### config.mk
export PLATFORM = sky130hd
export DESIGN_NAME = muxadd_sched_flat
export DESIGN_NICKNAME = d
export VERILOG_FILES = /design/src/rtl/muxadd_pkg.sv /design/src/rtl/muxadd_sched_if.sv /design/src/rtl/muxadd_sobol_sel.sv /design/src/rtl/muxadd_sched.sv /design/src/flat_wrapper.sv
export SDC_FILE = /design/constraint.sdc
export NUM_CORES = 1
export LEC_CHECK = 0
export BUFFER_PORTS_ARGS = -buffer_cell sky130_fd_sc_hd__buf_2
export CORE_ASPECT_RATIO = 1.5
export CORE_MARGIN = 2
export CORE_UTILIZATION = 58
export CTS_CLUSTER_DIAMETER = 80
export DETAILED_ROUTE_END_ITERATION = 10
export PLACE_DENSITY = 0.92
export SYNTH_ARGS = -nofsm -noshare
export SYNTH_HDL_FRONTEND = slang
export SYNTH_SLANG_ARGS = --single-unit
### constraint.sdc
create_clock -name clk -period 4.4 [get_ports clk]
set_clock_uncertainty 0.1 [all_clocks]
set_input_delay 0.66 -clock clk [delete_from_list [all_inputs] [get_ports clk]]
set_output_delay 0.66 -clock clk [all_outputs]
set_load 0.01 [all_outputs]
### src/rtl/muxadd_pkg.sv
// Shared types and helpers for the muxADD run controller.
package muxadd_pkg;

    typedef enum logic [1:0] {
        IDLE,
        RUN,
        DRAIN,
        DONE
    } state_t;

    // Widest select the bit-reverse helper handles.
    localparam int unsigned SEL_MAXW = 16;
    // Drain counter width; output latency is at most 3 cycles.
    localparam int unsigned DRAIN_W  = 2;

    // Sobol dimension-1 point: reverse the low w bits of the index.
    function automatic logic [SEL_MAXW-1:0] bitrev(input logic [SEL_MAXW-1:0] v,
                                                   input int unsigned        w);
        logic [SEL_MAXW-1:0] r;
        r = '0;
        for (int unsigned i = 0; i < w; i++) begin
            r[i] = v[w-1-i];
        end
        return r;
    endfunction

endpackage

### src/rtl/muxadd_sched_if.sv
// Job request and result handshake bundle for muxadd_sched.
interface muxadd_sched_if #(
    parameter int unsigned CWIDTH = 8
) ();
    localparam int unsigned LW = $clog2(CWIDTH + 1);

    logic              start_valid;
    logic              start_ready;
    logic [LW-1:0]     len_log;
    logic [CWIDTH:0]   result;
    logic [CWIDTH:0]   result_len;
    logic              result_valid;
    logic              result_ready;

    modport master (
        output start_valid, len_log, result_ready,
        input  start_ready, result, result_len, result_valid
    );

    modport slave (
        input  start_valid, len_log, result_ready,
        output start_ready, result, result_len, result_valid
    );
endinterface

### src/rtl/muxadd_sobol_sel.sv
// Clearable window index counter with bit-reversed select output.
module muxadd_sobol_sel
    import muxadd_pkg::*;
#(
    parameter int unsigned INUM    = 4,
    parameter int unsigned LOGINUM = 2,
    parameter int unsigned CNT_W   = 9
) (
    input  logic               clk,
    input  logic               rst_n,
    input  logic               clr,
    input  logic               en,
    output logic [CNT_W-1:0]   idx,
    output logic [LOGINUM-1:0] sel
);

    // Index restarts at zero for every job so each run is repeatable.
    always_ff @(posedge clk or negedge rst_n) begin
        if (!rst_n) begin
            idx <= '0;
        end else if (clr) begin
            idx <= '0;
        end else if (en) begin
            idx <= idx + CNT_W'(1);
        end
    end

    // Select follows the index directly, so it holds while the index holds.
    always_comb begin
        sel = LOGINUM'(bitrev(SEL_MAXW'(idx), $clog2(INUM)));
    end

endmodule

### src/rtl/muxadd_sched.sv
// Run controller for a mux-based scaled stochastic adder: issues a Sobol
// select window, counts ones on the adder output, returns the count.
module muxadd_sched
    import muxadd_pkg::*;
#(
    parameter int unsigned INUM    = 4,
    parameter int unsigned LOGINUM = 2,
    parameter int unsigned CWIDTH  = 8,
    parameter int unsigned OUT_LAT = 1
) (
    input  logic               clk,
    input  logic               rst_n,
    muxadd_sched_if.slave      bus,
    input  logic               abort,
    output logic [LOGINUM-1:0] sel,
    output logic               adder_en,
    input  logic               sum_bit,
    output logic               busy
);

    localparam int unsigned CNT_W = CWIDTH + 1;
    localparam int unsigned LW    = $clog2(CWIDTH + 1);

    state_t             state, state_nxt;
    logic [LW-1:0]      win_log;
    logic [CNT_W-1:0]   idx, ones, ones_nxt, win_len;
    logic [DRAIN_W-1:0] dcnt;
    logic               samp_en, start_hs, last, idx_en;

    // Index stops at the last sample so sel holds through DRAIN and DONE.
    muxadd_sobol_sel #(
        .INUM    (INUM),
        .LOGINUM (LOGINUM),
        .CNT_W   (CNT_W)
    ) u_sel (
        .clk   (clk),
        .rst_n (rst_n),
        .clr   (start_hs),
        .en    (idx_en),
        .idx   (idx),
        .sel   (sel)
    );

    // Decode handshake, window end and state-driven outputs.
    always_comb begin
        start_hs         = (state == IDLE) && bus.start_valid;
        win_len          = CNT_W'(1) << win_log;
        last             = (idx == win_len - CNT_W'(1));
        idx_en           = (state == RUN) && !last && !abort;
        adder_en         = (state == RUN);
        busy             = (state == RUN) || (state == DRAIN);
        bus.start_ready  = (state == IDLE);
        bus.result_valid = (state == DONE);
        ones_nxt         = ones + CNT_W'(samp_en & sum_bit);
    end

    // Next-state logic; abort wins over result_ready.
    always_comb begin
        state_nxt = state;
        case (state)
            IDLE:  if (start_hs) state_nxt = RUN;
            RUN:   if (abort) state_nxt = IDLE;
                   else if (last) state_nxt = (OUT_LAT == 0) ? DONE : DRAIN;
            DRAIN: if (abort) state_nxt = IDLE;
                   else if (dcnt == DRAIN_W'(OUT_LAT - 1)) state_nxt = DONE;
            DONE:  if (abort || bus.result_ready) state_nxt = IDLE;
            default: state_nxt = IDLE;
        endcase
    end

    // State register.
    always_ff @(posedge clk or negedge rst_n) begin
        if (!rst_n) state <= IDLE;
        else        state <= state_nxt;
    end

    // Job setup, ones accumulation, drain count and result capture.
    always_ff @(posedge clk or negedge rst_n) begin
        if (!rst_n) begin
            win_log        <= '0;
            ones           <= '0;
            dcnt           <= '0;
            bus.result     <= '0;
            bus.result_len <= '0;
        end else begin
            if (start_hs) begin
                win_log <= (bus.len_log > LW'(CWIDTH)) ? LW'(CWIDTH) : bus.len_log;
                ones    <= '0;
                dcnt    <= '0;
            end else begin
                ones <= ones_nxt;
                if (state == DRAIN) dcnt <= dcnt + DRAIN_W'(1);
            end
            // The final sample lands on the same edge that enters DONE.
            if ((state != DONE) && (state_nxt == DONE)) begin
                bus.result     <= ones_nxt;
                bus.result_len <= win_len;
            end
        end
    end

    // Delay adder_en by the adder output latency to qualify sum_bit.
    if (OUT_LAT == 0) begin : g_nolat
        always_comb samp_en = adder_en;
    end else begin : g_lat
        logic [OUT_LAT-1:0] pipe;
        // Shift register; abort flushes samples still in flight.
        always_ff @(posedge clk or negedge rst_n) begin
            if (!rst_n)     pipe <= '0;
            else if (abort) pipe <= '0;
            else            pipe <= (pipe << 1) | OUT_LAT'(adder_en);
        end
        always_comb samp_en = pipe[OUT_LAT-1];
    end

endmodule

### src/flat_wrapper.sv
// flat-port wrapper written by rule: the top's interface ports become plain ports
module muxadd_sched_flat import muxadd_pkg::*;
#(
    parameter int unsigned INUM    = 4,
    parameter int unsigned LOGINUM = 2,
    parameter int unsigned CWIDTH  = 8,
    parameter int unsigned OUT_LAT = 1
)
  (clk, rst_n, abort, sel, adder_en, sum_bit, busy, bus_start_valid, bus_len_log, bus_result_ready, bus_start_ready, bus_result, bus_result_len, bus_result_valid);
  muxadd_sched_if #(.CWIDTH(CWIDTH)) bus_i ();
  input  logic clk;
  input  logic rst_n;
  input  logic abort;
  output logic [LOGINUM-1:0] sel;
  output logic adder_en;
  input  logic sum_bit;
  output logic busy;
  input wire logic [$bits(bus_i.start_valid)-1:0] bus_start_valid;
  input wire logic [$bits(bus_i.len_log)-1:0] bus_len_log;
  input wire logic [$bits(bus_i.result_ready)-1:0] bus_result_ready;
  output wire logic [$bits(bus_i.start_ready)-1:0] bus_start_ready;
  output wire logic [$bits(bus_i.result)-1:0] bus_result;
  output wire logic [$bits(bus_i.result_len)-1:0] bus_result_len;
  output wire logic [$bits(bus_i.result_valid)-1:0] bus_result_valid;
  assign bus_i.start_valid = bus_start_valid;
  assign bus_i.len_log = bus_len_log;
  assign bus_i.result_ready = bus_result_ready;
  assign bus_start_ready = bus_i.start_ready;
  assign bus_result = bus_i.result;
  assign bus_result_len = bus_i.result_len;
  assign bus_result_valid = bus_i.result_valid;
  muxadd_sched #(.INUM(INUM), .LOGINUM(LOGINUM), .CWIDTH(CWIDTH), .OUT_LAT(OUT_LAT)) u_core (.clk(clk), .rst_n(rst_n), .bus(bus_i), .abort(abort), .sel(sel), .adder_en(adder_en), .sum_bit(sum_bit), .busy(busy));
endmodule
==> reports/results.tsv <==
metric	value	unit
criticalPathCategory	flop to flop	
p_leak	1.37	nW
syn_area	2640	um^2
hpwlAfterDp	3690	um
wl_per_cell	15.6	um
place_congestion	0.875	
htreeDepth	2	
rr_startpoint	u_core.win_log[2]	
status	finished clean	
yosysWarnings	0	
diodes	0	
finalMaxSlewViolations	0	
first_pass_iters	6	
grt_pass1_vias	1892	
clkSinkCount	45	
final_nets	301	
power_density	627	nW/um^2
hold_ws	401	ps
place_area	2770	um^2
final_util	64.2	%
rr_endpoint	u_core.bus.result[6]	
cts_tree	built	
yosysUniqueCellTypes	53	
synth_most_common_cell	dfrtp_1	
vias_per_cell	5.85	
synthArstFlopShare	100	%
syn_avg_cell_area	10.4	um^2
die_area	5130	um^2
first_iter_violations	66	
rows	30	
clock_path_buffers	2	
seq_area_frac_synth	42.6	%
hold_buffers	0	
grt_start_max_net_pins	46	
ys.flop_type	dfrtp_1	
core	4470	um^2
rsz0062_at_grt	no	
drtAntennaViolNets	0	
finalHoldViolCount	0	
fin_crit_sh	89.3	%
syn_inst	253	
ys_ff_latch	45	
cts_inserted_buffers	5	
r2r_slack	470	ps
synth.area.top_cells	dfrtp_1 (43%), mux2i_1 (4.5%), ha_1 (4.3%)	
fmax	0.255	GHz
antenna_found_initial	0	
fin_setup_tns	0	ps
synth_nets	272	
fin_area	2870	um^2
endpoint_kind	flop	
slew_headroom	35.0	%
synth_top_cell_by_area	dfrtp_1	
max_slew.worst_pin.slew	975	ps
die_h	86.7	um
cp.arrival	4060	ps
crit_fanout	14	
synth_top_area_share	42.6	%
global_route.usage.total	22.4	%
portBuffers	33	
crit_required	4530	ps
drive_gt1_share	25.4	%
grt_overflow	0	
clk_pin_slew_worst_paths	90	ps
syn_to_final_growth	8.47	%
post_cts_buffers	0	
vias	1936	
cts_root_buf	clkbuf_8	
grt_pass1_wl	8810	um
reg2reg_depth	11	
wirelength	5170	um
start_util	59.2	%
startpoint_type	flop	
setup_viol	0	
ios	34	
synth_top_cells_by_count	dfrtp_1 (45), nor2_1 (21), nand2_1 (20)	
hp-class	primary input to async pin	
drc	0	
die_w	59.1	um
timing.max_cap.violations	0	
min_period	3930	ps
ir_drop	0.000302	V
synth_edf_count	0	
clock_latency	310	ps
## stage by stage
stage	instances	setup slack [ps]	total power [mW]
floorplan	253	977	1.35
global placement	323	526	1.50
detailed placement	323	382	1.54
CTS	331	338	1.81
global route	331	118	1.94
finish	331	473	1.80
## worst max-delay path: stages, from the launching register on
cell and delay (ps):
dfrtp_1 570, nor2_1 380, nand3b_1 160, ha_1 370, nand2b_1 230, a2111oi_2 420, o32ai_2 170, nor4_4 400
nor4b_2 300, o21a_2 320, buf_4 240, mux2i_1 200
## registers in the layout (all words and copies together) (netlist names)
name                   flops
u_core.bus.result          9
u_core.bus.result_len      9
u_core.ones                9
u_core.u_sel.idx           9
u_core.win_log             4
u_core.dcnt                2
u_core.state               2
u_core.g_lat.pipe          1
## layout make-up
type / count / area [um^2]
fillers: 348 / 1600
multi-input cells: 176 / 1330
flip-flops and latches: 45 / 1130
repair buffers: 37 / 195
clock buffers: 5 / 68.8
inverters: 17 / 63.8
well taps: 48 / 60.1
clock inverters: 3 / 25.0
## layout by cell type (no fill, tap or decap), types with 2 or more instances in the layout
| master | instances |
|---|---|
| buf_4 | 4 |
| nor4_4 | 2 |
| mux2i_1 | 12 |
| ha_1 | 9 |
| nor3b_1 | 5 |
| nand2_1 | 20 |
| a31oi_1 | 3 |
| xnor2_1 | 10 |
| a21oi_1 | 7 |
| nor4b_2 | 2 |
| and3_1 | 2 |
| or2b_2 | 2 |
| o21ai_1 | 2 |
| or4_1 | 2 |
| buf_2 | 33 |
| mux2_2 | 8 |
| inv_1 | 17 |
| and2_1 | 6 |
| nand3_1 | 5 |
| dfrtp_1 | 45 |
| nand2b_1 | 3 |
| nand3b_1 | 6 |
| xor2_1 | 9 |
| o21ai_0 | 5 |
| nor2_1 | 21 |
| nand4_1 | 6 |
| clkbuf_8 | 5 |
| inv_6 | 2 |
| nor3_1 | 7 |
## worst max path at each step
stage	cells after the start	slack, ps	to	start
floorplan	14	980	u_core.bus.result_len[6]	u_core.win_log[2]
detailed placement	11	380	u_core.bus.result[5]	u_core.win_log[2]
global route	11	120	u_core.bus.result[2]	u_core.win_log[2]
CTS	11	340	u_core.bus.result[4]	u_core.win_log[2]
finish	11	470	u_core.bus.result[6]	u_core.win_log[2]
global placement	11	530	u_core.bus.result[5]	u_core.win_log[2]
## repair_timing
item | in CTS | in global routing
endpoints found under the setup margin | 0 | 8
resized for setup | 0 | 1
endpoints found under the hold margin | 0 | 0
## where the power goes
| part | internal [mW] | switching, mW | total, mW |
|---|---|---|---|
| clock | 0.116 | 0.155 | 0.271 |
| combinational | 0.381 | 0.486 | 0.866 |
| sequential | 0.529 | 0.132 | 0.661 |
## cell families (layout without fill, tap and decap cells)
logic type	after synthesis	after routing	share of synthesized area [%]
compound gates	31	31	9.13
xor+xnor	19	19	6.29
fa+ha+maj	9	9	4.26
buf+inv	32	62	7.19
flops	45	45	42.6
mux	21	21	8.52
simple gates	96	96	22.0
## metal layers
| layer | up-vias | wire length (um) | track usage [%] |
|---|---|---|---|
| met1 | 938 | 2170 | 28.8 |
| met5 | - | 0 | 0 |
| met4 | 0 | 78 | 10.1 |
| met3 | 8 | 211 | 4.18 |
| met2 | 58 | 2710 | 36.3 |
| li1 | 932 | - | - |
(Power assumes the default switching activity.)
